===== config.mk =====
export PLATFORM = sky130hd
export DESIGN_NAME = mp_add_seq_flat
export DESIGN_NICKNAME = d
export VERILOG_FILES = /design/src/rtl/mp_add_pkg.sv /design/src/rtl/mp_add_seq_if.sv /design/src/rtl/rca_slice.sv /design/src/rtl/mp_add_seq.sv /design/src/flat_wrapper.sv
export SDC_FILE = /design/constraint.sdc
export NUM_CORES = 1
export LEC_CHECK = 0
export ABC_CLOCK_PERIOD_IN_PS = 14000
export BUFFER_PORTS_ARGS = -buffer_cell sky130_fd_sc_hd__buf_2
export CORE_UTILIZATION = 51
export CTS_BUF_LIST = sky130_fd_sc_hd__clkbuf_2 sky130_fd_sc_hd__clkbuf_4 sky130_fd_sc_hd__clkbuf_8
export DETAILED_ROUTE_END_ITERATION = 16
export PLACE_DENSITY = 0.81
export SLEW_MARGIN = 20
export SYNTH_ARGS = -nofsm -noshare
export SYNTH_HDL_FRONTEND = slang
export SYNTH_HIERARCHICAL = 1
export SYNTH_SLANG_ARGS = --single-unit

===== constraint.sdc =====
create_clock -name clk -period 14 [get_ports clk]
set_input_delay 2.1 -clock clk [delete_from_list [all_inputs] [get_ports clk]]
set_output_delay 2.1 -clock clk [all_outputs]
set_load 0.005 [all_outputs]

===== src/rtl/mp_add_pkg.sv =====
// Shared types and helpers for the multi-precision add sequencer.
// Holds the controller state encoding, default geometry and word-slice indexing.
package mp_add_pkg;

  typedef enum logic [1:0] {
    StIdle = 2'd0,
    StRun  = 2'd1,
    StDone = 2'd2
  } state_e;

  localparam int unsigned DefWidth = 32;
  localparam int unsigned DefWords = 4;

  // LSB position of word k inside a packed multi-word operand.
  function automatic int unsigned word_lsb(input int unsigned k, input int unsigned width);
    return k * width;
  endfunction

endpackage


===== src/rtl/mp_add_seq_if.sv =====
// Request/response bus of the multi-precision add sequencer.
// The master modport is the requester/consumer side; the slave modport is the sequencer.
interface mp_add_seq_if
  import mp_add_pkg::*;
#(
  parameter int unsigned WIDTH = DefWidth,
  parameter int unsigned WORDS = DefWords
) ();

  logic                     in_valid;
  logic                     in_ready;
  logic [WIDTH*WORDS-1:0]   a;
  logic [WIDTH*WORDS-1:0]   b;
  logic                     cin;
  logic                     out_valid;
  logic                     out_ready;
  logic [WIDTH*WORDS-1:0]   sum;
  logic                     cout;
  logic                     busy;

  modport master (
    output in_valid, a, b, cin, out_ready,
    input  in_ready, out_valid, sum, cout, busy
  );

  modport slave (
    input  in_valid, a, b, cin, out_ready,
    output in_ready, out_valid, sum, cout, busy
  );

endinterface


===== src/rtl/rca_slice.sv =====
// Combinational WIDTH-bit ripple-carry adder built from a chain of full adders.
module rca_slice #(
  parameter int unsigned WIDTH = 32
) (
  input  logic [WIDTH-1:0] a,
  input  logic [WIDTH-1:0] b,
  input  logic             cin,
  output logic [WIDTH-1:0] sum,
  output logic             cout
);

  // Each stage owns its carry nets so the ripple is a chain of distinct signals.
  for (genvar i = 0; i < WIDTH; i++) begin : g_fa
    logic ci;
    logic co;
    if (i == 0) begin : g_first
      assign ci = cin;
    end else begin : g_next
      assign ci = g_fa[i-1].co;
    end
    assign sum[i] = a[i] ^ b[i] ^ ci;
    assign co     = (a[i] & b[i]) | (ci & (a[i] ^ b[i]));
  end

  assign cout = g_fa[WIDTH-1].co;

endmodule


===== src/rtl/mp_add_seq.sv =====
// Multi-precision adder: one WIDTH-bit slice reused over WORDS cycles with a registered carry.
// Captures operands in IDLE, adds one word per cycle in RUN, holds the result in DONE.
module mp_add_seq
  import mp_add_pkg::*;
#(
  parameter int unsigned WIDTH = DefWidth,
  parameter int unsigned WORDS = DefWords
) (
  input logic        clk,
  input logic        rst_n,
  mp_add_seq_if.slave bus
);

  localparam int unsigned N    = WIDTH * WORDS;
  localparam int unsigned IdxW = (WORDS > 1) ? $clog2(WORDS) : 1;

  state_e            state_q;
  logic [N-1:0]      a_q;
  logic [N-1:0]      b_q;
  logic [N-1:0]      sum_q;
  logic [IdxW-1:0]   idx_q;
  logic              carry_q;
  logic              cout_q;

  logic [WIDTH-1:0]  slice_a;
  logic [WIDTH-1:0]  slice_b;
  logic [WIDTH-1:0]  slice_s;
  logic              slice_c;

  always_comb begin
    slice_a = a_q[word_lsb(32'(idx_q), WIDTH) +: WIDTH];
    slice_b = b_q[word_lsb(32'(idx_q), WIDTH) +: WIDTH];
  end

  rca_slice #(
    .WIDTH(WIDTH)
  ) u_slice (
    .a   (slice_a),
    .b   (slice_b),
    .cin (carry_q),
    .sum (slice_s),
    .cout(slice_c)
  );

  always_ff @(posedge clk or negedge rst_n) begin
    if (!rst_n) begin
      state_q <= StIdle;
      a_q     <= '0;
      b_q     <= '0;
      sum_q   <= '0;
      idx_q   <= '0;
      carry_q <= 1'b0;
      cout_q  <= 1'b0;
    end else begin
      case (state_q)
        StIdle: begin
          // sum_q is deliberately left untouched so the last result stays visible.
          if (bus.in_valid) begin
            a_q     <= bus.a;
            b_q     <= bus.b;
            carry_q <= bus.cin;
            idx_q   <= '0;
            state_q <= StRun;
          end
        end
        StRun: begin
          sum_q[word_lsb(32'(idx_q), WIDTH) +: WIDTH] <= slice_s;
          carry_q <= slice_c;
          if (idx_q == IdxW'(WORDS - 1)) begin
            cout_q  <= slice_c;
            idx_q   <= '0;
            state_q <= StDone;
          end else begin
            idx_q <= idx_q + 1'b1;
          end
        end
        StDone: begin
          if (bus.out_ready) begin
            state_q <= StIdle;
          end
        end
        default: state_q <= StIdle;
      endcase
    end
  end

  assign bus.in_ready  = (state_q == StIdle);
  assign bus.out_valid = (state_q == StDone);
  assign bus.busy      = (state_q != StIdle);
  assign bus.sum       = sum_q;
  assign bus.cout      = cout_q;

endmodule

===== src/flat_wrapper.sv =====
// flat-port wrapper written by rule: the top's interface ports become plain ports
module mp_add_seq_flat import mp_add_pkg::*;
#(
  parameter int unsigned WIDTH = DefWidth,
  parameter int unsigned WORDS = DefWords
)
  (clk, rst_n, bus_in_valid, bus_a, bus_b, bus_cin, bus_out_ready, bus_in_ready, bus_out_valid, bus_sum, bus_cout, bus_busy);
  mp_add_seq_if #(.WIDTH(WIDTH), .WORDS(WORDS)) bus_i ();
  input logic clk;
  input logic rst_n;
  input wire logic [$bits(bus_i.in_valid)-1:0] bus_in_valid;
  input wire logic [$bits(bus_i.a)-1:0] bus_a;
  input wire logic [$bits(bus_i.b)-1:0] bus_b;
  input wire logic [$bits(bus_i.cin)-1:0] bus_cin;
  input wire logic [$bits(bus_i.out_ready)-1:0] bus_out_ready;
  output wire logic [$bits(bus_i.in_ready)-1:0] bus_in_ready;
  output wire logic [$bits(bus_i.out_valid)-1:0] bus_out_valid;
  output wire logic [$bits(bus_i.sum)-1:0] bus_sum;
  output wire logic [$bits(bus_i.cout)-1:0] bus_cout;
  output wire logic [$bits(bus_i.busy)-1:0] bus_busy;
  assign bus_i.in_valid = bus_in_valid;
  assign bus_i.a = bus_a;
  assign bus_i.b = bus_b;
  assign bus_i.cin = bus_cin;
  assign bus_i.out_ready = bus_out_ready;
  assign bus_in_ready = bus_i.in_ready;
  assign bus_out_valid = bus_i.out_valid;
  assign bus_sum = bus_i.sum;
  assign bus_cout = bus_i.cout;
  assign bus_busy = bus_i.busy;
  mp_add_seq #(.WIDTH(WIDTH), .WORDS(WORDS)) u_core (.clk(clk), .rst_n(rst_n), .bus(bus_i));
endmodule

==> results.toml, run 1 <==
[drt]
via_per_inst = 5.440
ant_nets = 0
wl_mm = 45.08
dr.first_iter.drc_count = 591
vias = 10870
dr.pass1.iters = 5
drc = 0
avgRoutedWirePerCell_um = 22.55

[clocking]
clkTransAtPathRegs_ns = 0.06
clockBufferDepth = 3
numCtsBuffers = 67
cts_max_level = 3
root_buffer = "clkbuf_8"
postCtsSetupBuffers = 0
ctsHoldBuffers = 0
tritoncts = "done"
cts_sinks = 390
clk_latency_ns = 0.60

[layout]
area_growth_pct = 21.29
fillers = 2565
fin_area_um2 = 21680
multi_input_area_um2 = 7462
nNetsFinal = 1773
layout-drive-gt1-share_pct = 57.72
ff_latch_area_um2 = 9767

[power_and_ir_drop]
switching_share_pct = 38.14
p_leak_nw = 10.58
switching_power_w = 0.002481
p_comb_share_pct = 51.6
total_power_w = 0.006505
p_int_w = 0.004024
power_density_nw_per_um2 = 300.1
p_clk_share_pct = 17.6
vdd_drop_max_v = 0.0001813
pwr-share-seq_pct = 30.8

[placement]
dpl.hpwl_mm = 31.54
port_buffers = 392
place_congestion = 0.8010
placed_area_um2 = 20000

[sta]
skew_ns = 0.03932
slew_violations = 0
min_period_ns = 13.62
fmax_mhz = 73.40
period_share_pct = 97.31
rsz0062_at_grt = "no"
finalHoldViolations = 0
finalSetupViolCount = 0
slew-limit-headroom_pct = 38.00
tightestPinTransition_ns = 0.9300

[synth]
ys_top_cells_by_area = "dfrtp_1, mux2_4, mux4_2"
ys_ff_latch = 390
synth_top_area_share_pct = 54.61
synth_seq_area_share_pct = 54.61
synth_area_um2 = 17870
synthCells = 1061
syn_area_per_cell_um2 = 16.84
yosysTopAreaCell = "dfrtp_1"
synth_nets = 1359
yosysWarnings = 6
synth_cell_types = 34

[setup_path]
worst_path_most_repeated_cell = "fa_1"
r2r-start = "u_core/idx_q[0]"
crit_fanout = 4
crit_required_ns = 14.52
crit_type = "reg2reg"
max_stage_delay_ns = 0.53
start_kind = "flop"
critPathLaunch = "u_core/idx_q[0]"
cp.arrival_ns = 14.15
crit_path_top_delay_cell = "mux4_2"
worstSetupEndpointType = "flop"

[floorplan]
die_h_um = 189.2
core_um2 = 34540
initial_core_util_pct = 51.74
num_rows = 68
io_pins = 393
die_x_um = 189.2
dieArea_um2 = 35790

[grt]
grt_max_degree = 183
grt_overflow = 0
antenna_found_initial = 21
grt_pass1_vias = 11730
grt_pass1_wl_mm = 68.25
grt_usage_pct = 25.34

[hold_path]
hold_class = "reg2reg"
hold_path_startpoint = "u_core/bus.sum[45]"

[job]
maxCapViolCount = 0

[status]
status = "finished clean"
stage by stage:
step	std cells	setup TNS [ns]	worst slack [ns]	hold WS, ns	utilization (%)
global route	1998	0	0.001427	0.4961	62.74
finish	1999	0	0.3768	0.4747	62.75
floorplan	1061	0	0.08751	0.4673	-
global placement	1858	-0.4595	-0.1844	0.4567	57.90
detailed placement	1858	-0.9051	-0.2988	0.4666	57.90
CTS	1975	0	0.002320	0.4804	62.30
power groups by stage:
stage / registers, W / clock network (W) / logic [W]
after global routing: 0.00206 / 0.00122 / 0.00355
after floorplan: 0.00190 / 0 / 0.00221
after global placement: 0.00197 / 0 / 0.00316
after CTS: 0.00200 / 0.00117 / 0.00328
final: 0.00201 / 0.00114 / 0.00336
after detailed placement: 0.00201 / 0 / 0.00324
cell usage in the layout, fill, tap and decap left out, types with 5 or more instances in the layout:
cell type,n
a22o_1,94
buf_2,391
buf_4,21
clkbuf_4,17
clkbuf_8,92
clkinv_2,5
dfrtp_1,388
diode_2,21
fa_1,20
fa_2,12
ha_1,5
inv_1,16
mux2_2,17
mux2_4,240
mux4_2,64
nand2_1,68
o21ai_0,32
state kept, by name, summed over array words and instances, names as in the netlist:
register	count
u_core/bus.cout	1
u_core/carry_q	1
u_core/b_q	128
u_core/idx_q	2
u_core/a_q	128
u_core/bus.sum	128
u_core/state_q	2
critical path, delay by kind of cell (launching register included):
family	cells	cell delay, ns
AOI/OAI and AO/OA	1	0.14
adders and majority gates	32	12.06
DFF	1	0.45
and+or+nand+nor	1	0.05
muxes	1	0.53
buffers and inverters	4	0.28
cell usage after synthesis, drive strengths merged:
cell type	n
dfrtp	390
mux2	257
a22o	94
nand2	69
mux4	64
buf	54
o21ai	33
fa	32
clkbuf	19
inv	17
ha	5
nand2b	5
nor2	4
o41ai	4
nand3b	2
nor4	2
a21oi	1
a22oi	1
and2	1
and4bb	1
mux2i	1
nand4bb	1
nor2b	1
nor4bb	1
o31ai	1
or2b	1
layout make-up:
cell class,instances,share of cell area [%]
diodes,21,0.2424
well taps,455,2.626
inverters,17,0.2944
repair buffers,418,10.39
multi-input cells,581,34.43
clock buffers,109,6.430
flip-flops and latches,390,45.06
clock inverters,8,0.5311
routing by layer:
metal / track usage [%] / up-vias / routed length, um
met2: 36.30 / 421 / 20580
li1: - / 4736 / -
met1: 36.54 / 5642 / 20300
met5: 0 / - / 10
met3: 6.080 / 73 / 2820
met4: 11.91 / 2 / 1368
cells by family (layout without fill, tap and decap cells):
kind of cell / after synthesis / in the layout / synth area share (%)
adders and majority gates: 37 / 37 / 3.935
and+or+nand+nor: 88 / 88 / 2.380
other: 0 / 21 / 0
DFF: 390 / 390 / 54.61
buffers and inverters: 90 / 552 / 3.879
AOI/OAI and AO/OA: 134 / 134 / 5.839
muxes: 322 / 322 / 29.36
path summary, 6_finish.rpt:
path	to	slack, ns	depth (start not counted)
worst min register to register	u_core/bus.sum[45]	0.47	2
worst max register to register	u_core/bus.sum[63]	0.38	39
min in group asynchronous	u_core/b_q[65]	1.39	1
worst min-delay path	u_core/bus.sum[45]	0.47	2
max in group asynchronous	u_core/bus.sum[82]	10.85	3
worst max-delay path	u_core/bus.sum[63]	0.38	39
timing repair:
action,4_1_cts,5_1_grt
resized for setup,5,9
setup endpoints to repair,6,6
pin swaps,0,1
(Power assumes the default switching activity.)
==> run 2, diff against run 1 <==
--- a/config.mk
+++ b/config.mk
@@ -9,2 +9,3 @@
 export BUFFER_PORTS_ARGS = -buffer_cell sky130_fd_sc_hd__buf_2
+export CORE_MARGIN = 5
 export CORE_UTILIZATION = 51
==> constraint.sdc (replaced) <==
create_clock -name clk -period 14 [get_ports clk]
set_input_delay 1.4 -clock clk [delete_from_list [all_inputs] [get_ports clk]]
set_output_delay 1.4 -clock clk [all_outputs]
set_load 0.005 [all_outputs]
==> run 2 against run 1 <==
Effect of this change:
- largest power group unchanged
- clock-buffer cell count shrank 4
- critical endpoint unchanged
- clock power shrank 7%
- critical path depth is the same
==> results.toml, run 2 (synthesis results as in run 1) <==
[hold_path]
hold_class = "reg2reg"

[setup_path]
crit_required_ns = 14.51
crit_family = "adder cells"
worstSetupEndpointType = "flop"
crit_path_top_delay_cell = "mux4_2"
crit_type = "reg2reg"
cp_num_buf_inv = 4
cp.arrival_ns = 14.10
crit_fanout = 4
max_stage_delay_ns = 0.53
worst_path_most_repeated_cell = "fa_1"
start_kind = "flop"

[grt]
grt_usage_pct = 23.89
grt_pass1_wl_mm = 71.42
grt_overflow = 0
antenna_found_initial = 22
grt_max_degree = 175
grt_pass1_vias = 11960

[sta]
slew-limit-headroom_pct = 23.49
finalSetupViolCount = 0
min_period_ns = 13.59
tightestPinTransition_ns = 1.148
slew_violations = 0
rsz0062_at_grt = "no"
fmax_mhz = 73.57
finalHoldViolations = 0
period_share_pct = 97.10
skew_ns = 0.01966

[status]
status = "finished clean"

[drt]
vias = 10940
avgRoutedWirePerCell_um = 23.56
dr.pass1.iters = 4
via_per_inst = 5.509
ant_nets = 0
wl_mm = 46.79
dr.first_iter.drc_count = 654
drc = 0

[clocking]
root_buffer = "clkbuf_8"
clockBufferDepth = 3
clkTransAtPathRegs_ns = 0.06
tritoncts = "done"
ctsHoldBuffers = 0
cts_sinks = 390
cts_max_level = 3
numCtsBuffers = 66
clk_latency_ns = 0.59
postCtsSetupBuffers = 0

[placement]
place_congestion = 0.8327
dpl.hpwl_mm = 33.39
port_buffers = 392
placed_area_um2 = 20000

[layout]
layout-drive-gt1-share_pct = 57.61
area_growth_pct = 20.22
final_util_pct = 62.20
fin_area_um2 = 21480
final_common_cell = "buf_2"
nNetsFinal = 1770
layout_common_cells = "buf_2, dfrtp_1, mux2_4, a22o_1, clkbuf_8"

[floorplan]
initial_core_util_pct = 51.74
num_rows = 68
die_h_um = 197.2
dieArea_um2 = 38880
core_um2 = 34540
die_x_um = 197.2
io_pins = 393

[power_and_ir_drop]
power_density_nw_per_um2 = 298.6
vdd_drop_max_v = 0.0001751
p_clk_share_pct = 16.5
p_int_w = 0.003952
pwr-share-seq_pct = 31.3
switching_power_w = 0.002464
p_leak_nw = 10.49
switching_share_pct = 38.40
p_comb_share_pct = 52.2

[job]
maxCapViolCount = 0
-- run 2: area by class of cell --
| cell class | count | area, um2 |
|---|---|---|
| antenna | 14 | 35.03 |
| clock buffer | 105 | 1339 |
| clock inverter | 8 | 45.04 |
| fill | 2549 | 13060 |
| inverter | 17 | 63.81 |
| multi-input combinational | 581 | 7465 |
| sequential | 390 | 9767 |
| tap | 455 | 569.3 |
| timing repair buffer | 416 | 2201 |
-- run 2: final timing paths --
kind	slack, ns	to	from	cells after the start
worst min register to register	0.48	u_core/bus.sum[47]	u_core/bus.sum[47]	2
worst max-delay path	0.41	u_core/bus.sum[63]	u_core/idx_q[0]	39
max in group asynchronous	11.52	u_core/bus.sum[52]	rst_n	3
worst max register to register	0.41	u_core/bus.sum[63]	u_core/idx_q[0]	39
worst min-delay path	0.48	u_core/bus.sum[47]	u_core/bus.sum[47]	2
min in group asynchronous	0.70	u_core/a_q[36]	rst_n	1
-- run 2: through the flow --
step / std cells / hold slack [ns] / setup slack (ns) / total power (W) / setup TNS [ns]
floorplan: 1061 / 0.4673 / 0.08751 / 0.004115 / 0
global placement: 1858 / 0.4559 / -0.1987 / 0.005162 / -0.5265
detailed placement: 1858 / 0.4657 / -0.2355 / 0.005269 / -0.6973
CTS: 1971 / 0.4789 / 0.04996 / 0.006390 / 0
global route: 1985 / 0.5067 / 0.01688 / 0.006799 / 0
finish: 1986 / 0.4771 / 0.4067 / 0.006415 / 0
-- run 2: tightest hold or removal path, delay by kind of cell, from the launching register on --
kind	cells	cell delay (ns)
AND/OR/NAND/NOR	1	0.05
flip-flops	1	0.34
AO/OA/AOI/OAI	1	0.06
-- run 2: power groups by stage --
stage / Clock (W) / Sequential [W] / Combinational, W
after floorplan: 0 / 0.00190 / 0.00221
after global placement: 0 / 0.00198 / 0.00318
after detailed placement: 0 / 0.00201 / 0.00325
after CTS: 0.00108 / 0.00201 / 0.00330
after global routing: 0.00114 / 0.00207 / 0.00359
final: 0.00106 / 0.00201 / 0.00335
-- run 2: routing by layer --
metal / global-route usage (%) / routed length [um] / up-vias
li1: - / - / 4730
met1: 33.64 / 20130 / 5653
met2: 35.44 / 21360 / 450
met3: 7.129 / 3856 / 95
met4: 9.117 / 1376 / 12
met5: 0 / 69 / -
-- run 2: repair_timing --
| item | CTS | global route |
|---|---|---|
| hold endpoints to repair | 0 | 0 |
| pin swaps | 0 | 1 |
| setup endpoints to repair | 6 | 7 |
| gates resized for setup | 6 | 10 |
==> run 3, diff against run 2 <==
- ABC_AREA: default -> 1
- GPL_ROUTABILITY_DRIVEN: default -> 1
- PLACE_DENSITY: 0.81 -> 0.8
==> run 3 against run 2 <==
Effect of this change:
- area after synthesis grew 3.9%
- hold slack lost 0.012 ns
- via count grew 52%
- clock-buffer cell count shrank 11
- critical path type unchanged
- largest power group unchanged
- design area grew 3.2%
==> results.toml, run 3 <==
[status]
status = "finished clean"

[placement]
place_congestion = 0.9313
dp_slack_ns = -0.08189
port_buffers = 392
dpl.hpwl_mm = 42.83
dpl.cell_count = 2988

[synth]
syn_area_per_cell_um2 = 8.178
synth_cell_types = 25
synth_seq_area_share_pct = 52.55
synthCells = 2271
synth.most_common_cell = "nand2_1"
synthArstFlopShare_pct = 100.0
synth_top_area_share_pct = 52.55
synth_nets = 2569
ys_top_cells_by_area = "dfrtp_1, nand2_1, nand3_1"
synth_edf_count = 0
synth_flop_cell = "dfrtp_1"
ys_ff_latch = 390
synth_area_um2 = 18570
yosys-top-cells-count = "nand2_1, dfrtp_1, nand3_1, nor2_1, inv_1"
yosysTopAreaCell = "dfrtp_1"
yosysWarnings = 6

[sta]
finalHoldViolations = 0
rsz0062_at_grt = "no"
skew_ns = 0.03131
slew-limit-headroom_pct = 29.12
slew_violations = 0
worst_slack_ns = 0.3610
worst_hold_slack_ns = 0.4653
fmax_mhz = 73.32
tightestPinTransition_ns = 1.063
period_share_pct = 97.42
tns_ns = 0
finalSetupViolCount = 0
min_period_ns = 13.64

[setup_path]
r2r_cells = 45
start_kind = "flop"
crit_type = "reg2reg"
cp.arrival_ns = 14.18
crit_cells = 45
crit_path_top_delay_cell = "fa_1"
max_stage_delay_ns = 0.45
crit_fanout = 23
crit_required_ns = 14.54
reg2reg_slack_ns = 0.36
cp_num_buf_inv = 6
worst_path_most_repeated_cell = "fa_1"
crit_family = "adder cells"
worstSetupEndpointType = "flop"

[job]
maxCapViolCount = 0

[power_and_ir_drop]
vdd_drop_max_v = 0.0001692
switching_share_pct = 47.03
p_leak_nw = 12.35
p_clk_share_pct = 17.5
power_density_nw_per_um2 = 290.3
p_int_w = 0.003410
pwr-share-seq_pct = 28.8
total_power_w = 0.006438
p_comb_share_pct = 53.7
switching_power_w = 0.003028

[layout]
area_growth_pct = 19.40
final_common_cell = "nand2_1"
fillers = 3137
layout_common_cells = "nand2_1, buf_2, dfrtp_1, nand3_1, nor2_1"
ff_latch_area_um2 = 9764
multi_input_area_um2 = 7690
nNetsFinal = 2897
layout-drive-gt1-share_pct = 22.06
final_cells = 3113

[clocking]
cts_sinks = 390
tritoncts = "done"
numCtsBuffers = 66
clk_latency_ns = 0.61
root_buffer = "clkbuf_8"
clockBufferDepth = 3
cts_max_level = 3
clkTransAtPathRegs_ns = 0.07

[floorplan]
num_rows = 69
die_h_um = 200.8
core_um2 = 35740
dieArea_um2 = 40330
initial_core_util_pct = 51.96
die_x_um = 200.8
io_pins = 393

[drt]
vias = 16680
wl_mm = 59.65
drc = 0
ant_nets = 0
via_per_inst = 5.358
dr.first_iter.drc_count = 1527
avgRoutedWirePerCell_um = 19.16
dr.pass1.iters = 7

[grt]
grt_pass1_wl_mm = 93.61
grt_overflow = 0
grt_usage_pct = 29.21
grt_max_degree = 197
grt_pass1_vias = 16610
antenna_found_initial = 10

[hold_path]
min_path_cells = 2
hold_class = "reg2reg"
[run 3: cell families (layout without fill, tap and decap cells)]
family	count (synthesis)	in the layout	share of synthesized area, %
and+or+nand+nor	1342	1342	29.46
other	0	5	0
AOI/OAI and AO/OA	227	227	7.855
buffers and inverters	275	651	6.353
DFF	390	390	52.55
adders and majority gates	37	37	3.786
[run 3: layout make-up]
type | count | share of cell area, %
well taps | 461 | 2.601
multi-input cells | 1606 | 34.68
clock buffers | 94 | 5.298
diodes | 5 | 0.05642
flip-flops and latches | 390 | 44.03
clock inverters | 22 | 1.269
repair buffers | 418 | 10.05
inverters | 117 | 2.014
[run 3: path summary, 6_finish.rpt]
kind / startpoint / to
worst max-delay path: u_core/idx_q[0] / u_core/bus.sum[63]
worst min-delay path: u_core/b_q[7] / u_core/b_q[7]
worst max register to register: u_core/idx_q[0] / u_core/bus.sum[63]
worst min register to register: u_core/b_q[7] / u_core/b_q[7]
max in group asynchronous: rst_n / u_core/idx_q[1]
min in group asynchronous: rst_n / u_core/bus.sum[29]
[run 3: power by group through the flow]
stage | clock, W | combinational (W) | sequential, W
floorplan | 0 | 0.00217 | 0.00180
global placement | 0 | 0.00329 | 0.00184
detailed placement | 0 | 0.00336 | 0.00186
CTS | 0.00115 | 0.00339 | 0.00185
global route | 0.00121 | 0.00383 | 0.00190
finish | 0.00113 | 0.00346 | 0.00185
[run 3: timing repair]
| item | in CTS | in global routing |
|---|---|---|
| cloned | 0 | 0 |
| pin swaps | 0 | 2 |
| hold buffers | 0 | 0 |
| setup endpoints to repair | 2 | 9 |
| resized for setup | 2 | 13 |
| setup buffers | 2 | 0 |
[run 3: per-stage QoR]
| stage | area [um2] | utilization (%) |
|---|---|---|
| detailed placement | 20590 | 57.62 |
| finish | 22180 | 62.05 |
| floorplan | 18570 | - |
| CTS | 22070 | 61.76 |
| global route | 22170 | 62.04 |
| global placement | 20590 | 57.62 |
[run 3: worst min-delay path: stages, from the launching register on]
cell	delay, ns
dfrtp_1	0.33
nand2_1	0.05
nand2_1	0.05
[run 3: routing by layer]
layer,vias up,track usage (%),share of wire (%)
li1,7831,-,-
met1,7921,41.04,42
met5,-,0,0.10
met4,10,11.04,3.4
met2,797,44.31,45
met3,119,7.237,9.3
